**src/rtl/fetch_unit.sv**
```systemverilog
// PC + instruction register stage: addresses combinational imem, presents IR to decode via valid/ready.
// Latency 1 cycle pc->ir; back-pressure holds pc/ir; redirect flushes with one bubble; HALT_WORD stops fetch.
module fetch_unit #(
    parameter logic [7:0]  RESET_PC  = 8'h00,
    parameter logic [15:0] HALT_WORD = 16'hFFFF,
    parameter logic [15:0] NOP_WORD  = 16'h0000
) (
    input  logic        clk,
    input  logic        rst,
    output logic [7:0]  pc,
    input  logic [15:0] inst_in,
    input  logic        redirect,
    input  logic [7:0]  redirect_pc,
    input  logic        ir_ready,
    output logic [15:0] ir,
    output logic [7:0]  ir_pc,
    output logic        ir_valid,
    output logic        halted
);

    localparam logic [0:0] ST_RUN  = 1'b0;
    localparam logic [0:0] ST_HALT = 1'b1;

    logic [0:0]  state_q, state_d;
    logic [7:0]  pc_q, pc_d;
    logic [15:0] ir_q, ir_d;
    logic [7:0]  ir_pc_q, ir_pc_d;
    logic        ir_valid_q, ir_valid_d;
    logic        halted_q, halted_d;
    logic        advance;

    // IR may be overwritten when empty or when decode takes it this cycle
    assign advance = !ir_valid_q || ir_ready;

    always_comb begin
        state_d    = state_q;
        pc_d       = pc_q;
        ir_d       = ir_q;
        ir_pc_d    = ir_pc_q;
        ir_valid_d = ir_valid_q;
        halted_d   = halted_q;

        if (state_q == ST_RUN) begin
            if (redirect) begin
                pc_d       = redirect_pc;
                ir_valid_d = 1'b0;
                ir_d       = NOP_WORD;
            end else if (advance) begin
                ir_d       = inst_in;
                ir_pc_d    = pc_q;
                ir_valid_d = 1'b1;
                if (inst_in == HALT_WORD) begin
                    halted_d = 1'b1;
                    state_d  = ST_HALT;
                end else begin
                    pc_d = pc_q + 8'd1;
                end
            end
        end else begin
            // Only drain the HALT word already in IR; nothing new is fetched
            if (ir_valid_q && ir_ready) begin
                ir_valid_d = 1'b0;
                ir_d       = NOP_WORD;
            end
        end
    end

    always_ff @(posedge clk) begin
        if (rst) begin
            state_q    <= ST_RUN;
            pc_q       <= RESET_PC;
            ir_q       <= NOP_WORD;
            ir_pc_q    <= 8'h00;
            ir_valid_q <= 1'b0;
            halted_q   <= 1'b0;
        end else begin
            state_q    <= state_d;
            pc_q       <= pc_d;
            ir_q       <= ir_d;
            ir_pc_q    <= ir_pc_d;
            ir_valid_q <= ir_valid_d;
            halted_q   <= halted_d;
        end
    end

    assign pc       = pc_q;
    assign ir       = ir_q;
    assign ir_pc    = ir_pc_q;
    assign ir_valid = ir_valid_q;
    assign halted   = halted_q;

endmodule

```
**config.mk**
```make
export PLATFORM = sky130hd
export DESIGN_NAME = fetch_unit
export DESIGN_NICKNAME = d
export VERILOG_FILES = /design/src/rtl/fetch_unit.sv
export SDC_FILE = /design/constraint.sdc
export NUM_CORES = 1
export LEC_CHECK = 0
export ABC_AREA = 1
export ABC_CLOCK_PERIOD_IN_PS = 2000
export CORE_ASPECT_RATIO = 1.2
export CORE_UTILIZATION = 45
export CTS_CLUSTER_DIAMETER = 30
export CTS_CLUSTER_SIZE = 25
export DETAILED_ROUTE_END_ITERATION = 10
export GPL_ROUTABILITY_DRIVEN = 1
export GPL_TIMING_DRIVEN = 0
export PLACE_DENSITY = 0.82
export RECOVER_POWER = 100
export SETUP_SLACK_MARGIN = 0.5
export SLEW_MARGIN = 0
export SYNTH_ARGS = -nofsm -noshare
export SYNTH_HDL_FRONTEND = slang
export SYNTH_SLANG_ARGS = --single-unit
```
**constraint.sdc**
```tcl
create_clock -name clk -period 2 [get_ports clk]
set_input_delay 0.6 -clock clk [delete_from_list [all_inputs] [get_ports clk]]
set_output_delay 0.6 -clock clk [all_outputs]
set_load 0.01 [all_outputs]
```
# Word level (Yosys, flattened, before mapping)
# Cells that the tools add are included.
[classes]
mux = 15
reduce_logical = 9
addsub = 1
bitwise = 2
n_eq_ne = 3
[op_table]
columns = ["cell", "n"]
rows = [
  ["two-way mux 16 bit", 4],
  ["two-way mux 8 bit", 3],
  ["equality test 16 bit, second input constant", 1],
  ["adder 8 x 1 -> 8 bit, second input constant", 1],
  ["two-way mux 1 bit", 8],
  ["AND reduction 3 bit", 2],
  ["AND reduction 4 bit", 1],
  ["nonzero test 3 bit", 1],
  ["!= test 2 x 1 -> 1 bit, second input constant", 1],
  ["!= test 2 bit, second input constant", 1],
  ["NOT 1 bit", 2],
  ["AND reduction 2 bit", 1],
  ["nonzero test 2 bit", 1],
  ["logical AND 1 bit", 1],
  ["zero test 1 bit", 1],
  ["logical OR 1 bit", 1],
]
[totals]
reg_bits = 35
out_inout_bits = 34
word_cells = 36
input_bits = 28

# Depth between registers and ports, before layout
[depth]
depth_word = 5
depth_mapped = 8

# Worst setup path before layout
# Ideal clock, no wire load.
[synth_timing]
kind = "input to register"
from = "input ir_ready"
to = "register pc_q[5], in the netlist pc[5]"
path_slack_ns = 0.579
t_arrival_ns = 1.308
stages = 8
required_ns = 1.887
path_buffers = 1
setup_time_ns = 0.113
path_cell_list = "inv_1 > nand2_1 > o21ai_1 > o21bai_4 > buf_6 > nand2_1 > nand2_1 > nor2_1"
[synth_via]
elab_chain_cells = 3
[synth_rtl]
columns = ["item", "line_no", "source"]
rows = [
  ["start, declared", "14", "input logic ir_ready,"],
  ["logical OR 1 bit", "33", "assign advance = !ir_valid_q || ir_ready;"],
  ["nonzero test 2 bit (no line)", "--", ""],
  ["AND reduction 3 bit (no line)", "--", ""],
  ["end signal, assigned", "78", "pc_q <= pc_d;"],
  ["end, declared", "25", "logic [7:0] pc_q, pc_d;"],
]
# Every way passes these cells.
# A chain may end at the register's enable or synchronous reset.

# Final worst setup path
[layout_timing]
from = "input redirect"
to = "register pc_q[7], in the netlist pc[7]"
[layout_via]
elab_chain_cells = 2
word_cells_on_any_way = 4
cone_classes = "eq/ne (1); mux (1); reduce/logical (2)"
[layout_rtl]
columns = ["item", "line_no", "source"]
rows = [
  ["start, declared", "12", "input logic redirect,"],
  ["!= test 2 bit (no line) / nonzero test 2 bit (equally long branches)", "--", ""],
  ["AND reduction 3 bit (no line)", "--", ""],
]
# Parallel ways exist; a longest one is shown, timed or not.

==> metrics.cfg <==
[placement]
gp_congestion = 0.8299
port_buffers = 60
dp_slack_ns = -0.08940
place_area_um2 = 2256
post-dp-hpwl_mm = 2.999

[timing]
finalSetupViolCount = 0
max_freq_mhz = 617.5
worst_pin_slew_ns = 0.4077
min_period_ns = 1.619
fin_hold_ws_ns = 0.4627
relSlewSlack_pct = 72.82
finalMaxSlewViolations = 0
fin_crit_sh_pct = 80.97
finalHoldViolations = 0
rsz0062_at_grt = false
fin_skew_ns = 0.01354
setup_ws_ns = 0.3807

[critical_path]
cpPeakStageDelay_ns = 0.21
cp-start-kind = input pin
slowest_stage = nor2_1
reg2reg_to = pc[6]$_SDFFE_PP0P_
worstPathRequired_ns = 2.22
cp_common_cell = nor2_1
cp-end-kind = flip-flop
setup.worst_path.start = redirect
crit_path_cell_trace = clkbuf_1, buf_8, nor2_1, nand2_4, o21bai_4, buf_6, nor2_1, nor2_1
regToRegStartpoint = pc[1]$_SDFFE_PP0P_
r2r_cells = 8
arrival_ns = 1.84
r2r_slack_ns = 0.58
path_class = in2reg
cp_max_fo = 10

[hold_path]
holdPathStages = 2
hp-start = ir[13]$_SDFFE_PP0P_
hold_end = ir[13]$_SDFFE_PP0P_
holdCritPathClass = reg2reg

[global_routing]
grt_max_degree = 12
grt_pass1_vias = 1610
grt_pass1_wl_mm = 7.396
antenna_found_initial = 0
grt_overflow = 0
grt_usage_pct = 25.36

[drt]
first_pass_iters = 4
routed_wl_mm = 4.721
viasPerCell = 5.130
drc = 0
antenna_left = 0
drt_iter0_markers = 84
wl_per_cell_um = 13.34
vias = 1816

[synthesis]
yosys_warnings = 0
netlist_area_um2 = 1609
yosysSeqAreaShare_pct = 43.55
synth_top_area_cell = dfxtp_1
ys_types = 18
postSynthCellCount = 238
ys_ff_latch = 35
yosys.area.top_type_share_pct = 43.55
synth_area_leaders = dfxtp_1, nand2_1, nor2_1
synth.avg_cell_area_um2 = 6.761
synthesis.nets = 267

[floorplanning]
die_h_um = 67.51
dieArea_um2 = 3820
core_um2 = 3367
pin_count = 62
rows = 23
start_util_pct = 47.79
die_w_um = 56.59

[power_and_ir_drop]
leakagePower_nw = 1.074
totalPowerFinal_mw = 1.750
power.density_nw_per_um2 = 728.2
irDropWorstVdd_mv = 0.5189

[cells_and_area]
layout_commonest_cell = nand2_1
design_area_um2 = 2404
fin_nets = 345
antenna_cells = 0
utilization_pct = 71.39
final_layout_size_suffix_gt1_share_pct = 15.46
most-common-layout-cells = nand2_1, nor2_1, dfxtp_1, a21oi_1, o21ai_0
area_delta_synth_final_pct = 49.38

[run_status]
status = completed

[clocking]
cts_max_level = 2
clk_latency_ns = 0.29
cts.sinks = 35
cts_buffer_depth = 2
cts_tree = yes
clockRootBuffer = clkbuf_8
cts_buffers = 5
clkTransAtPathRegs_ns = 0.07

[flow_run]
cap_violations = 0

==> power by group <==
part	switching [mW]	total, mW	leakage (nW)	internal [mW]
Combinational	0.169	0.319	0.722	0.150
Clock	0.256	0.660	0.0612	0.403
Sequential	0.0303	0.772	0.291	0.742
==> cell families after synthesis <==
logic type,Yosys count,synth area share [%]
and+or+nand+nor,124,30.72
AOI/OAI and AO/OA,49,16.10
DFF,35,43.55
buffers and inverters,28,8.243
muxes,1,0.6221
adders and majority gates,1,0.7775
==> sequential cells by signal (all words and copies together) (netlist names) <==
signal,count
halted,1
ir,16
ir_pc,8
ir_valid,1
pc,8
state_q,1
==> what timing repair did <==
item	4_1_cts	5_1_grt
resized for setup	95	59
gates cloned	1	0
hold buffers	0	0
pin swaps	10	4
buffers inserted	4	6
endpoints found under the setup margin	69	54
==> worst max path at each step <==
stage	to	slack [ns]	depth (start not counted)
2_1_floorplan	pc[5]$_SDFFE_PP0P_	0.58	8
3_3_place_gp	pc[5]$_SDFFE_PP0P_	-0.08	9
3_5_place_dp	pc[5]$_SDFFE_PP0P_	-0.09	9
4_1_cts	pc[0]	0.45	1
5_1_grt	ir[1]$_SDFFE_PP0P_	0.30	9
6_report	pc[7]$_SDFFE_PP0P_	0.38	8
==> per-stage QoR <==
stage                     instances  TNS (ns)
after global routing            354         0
after detailed placement        335    -1.271
final                           354         0
after global placement          335   -0.9753
after floorplan                 238         0
after CTS                       348         0
==> cell usage after synthesis <==
| cell | count |
|---|---|
| buf_2 | 4 |
| nor2_4 | 1 |
| dfxtp_1 | 35 |
| buf_6 | 3 |
| o21ai_0 | 21 |
| nor2_1 | 43 |
| nand2_2 | 1 |
| inv_1 | 16 |
| clkbuf_1 | 2 |
| nand2_1 | 65 |
| a21oi_1 | 26 |
| o21ai_1 | 1 |
| inv_2 | 3 |
| mux2i_1 | 1 |
| o21bai_4 | 1 |
| or2_2 | 1 |
| ha_1 | 1 |
| nand3_1 | 13 |
==> metal layers <==
layer / wire, um / up-vias / global-route usage (%) / part of all wire [%]
li1: - / 914 / - / -
met1: 1956 / 831 / 28.50 / 41
met2: 2377 / 63 / 46.62 / 50
met3: 312 / 8 / 4.981 / 6.6
met4: 75 / 0 / 10.98 / 1.6
met5: 0 / - / 0 / 0
==> critical path: cells and delay by family <==
kind	cells	cell delay, ns
compound gates	1	0.20
buf+inv	3	0.54
simple gates	4	0.49
==> area by class of cell <==
type                            count  area [um2]
Inverter                           19       76.32
Buffer                              9       65.06
Clock buffer                        6       82.58
Sequential cell                    35       715.7
Tap cell                           37       46.29
Multi-Input combinational cell    175       797.0
Timing Repair Buffer               71       585.6
Fill cell                         302       963.4
Clock inverter                      2       35.03
Power figures use the tool's default switching activity.
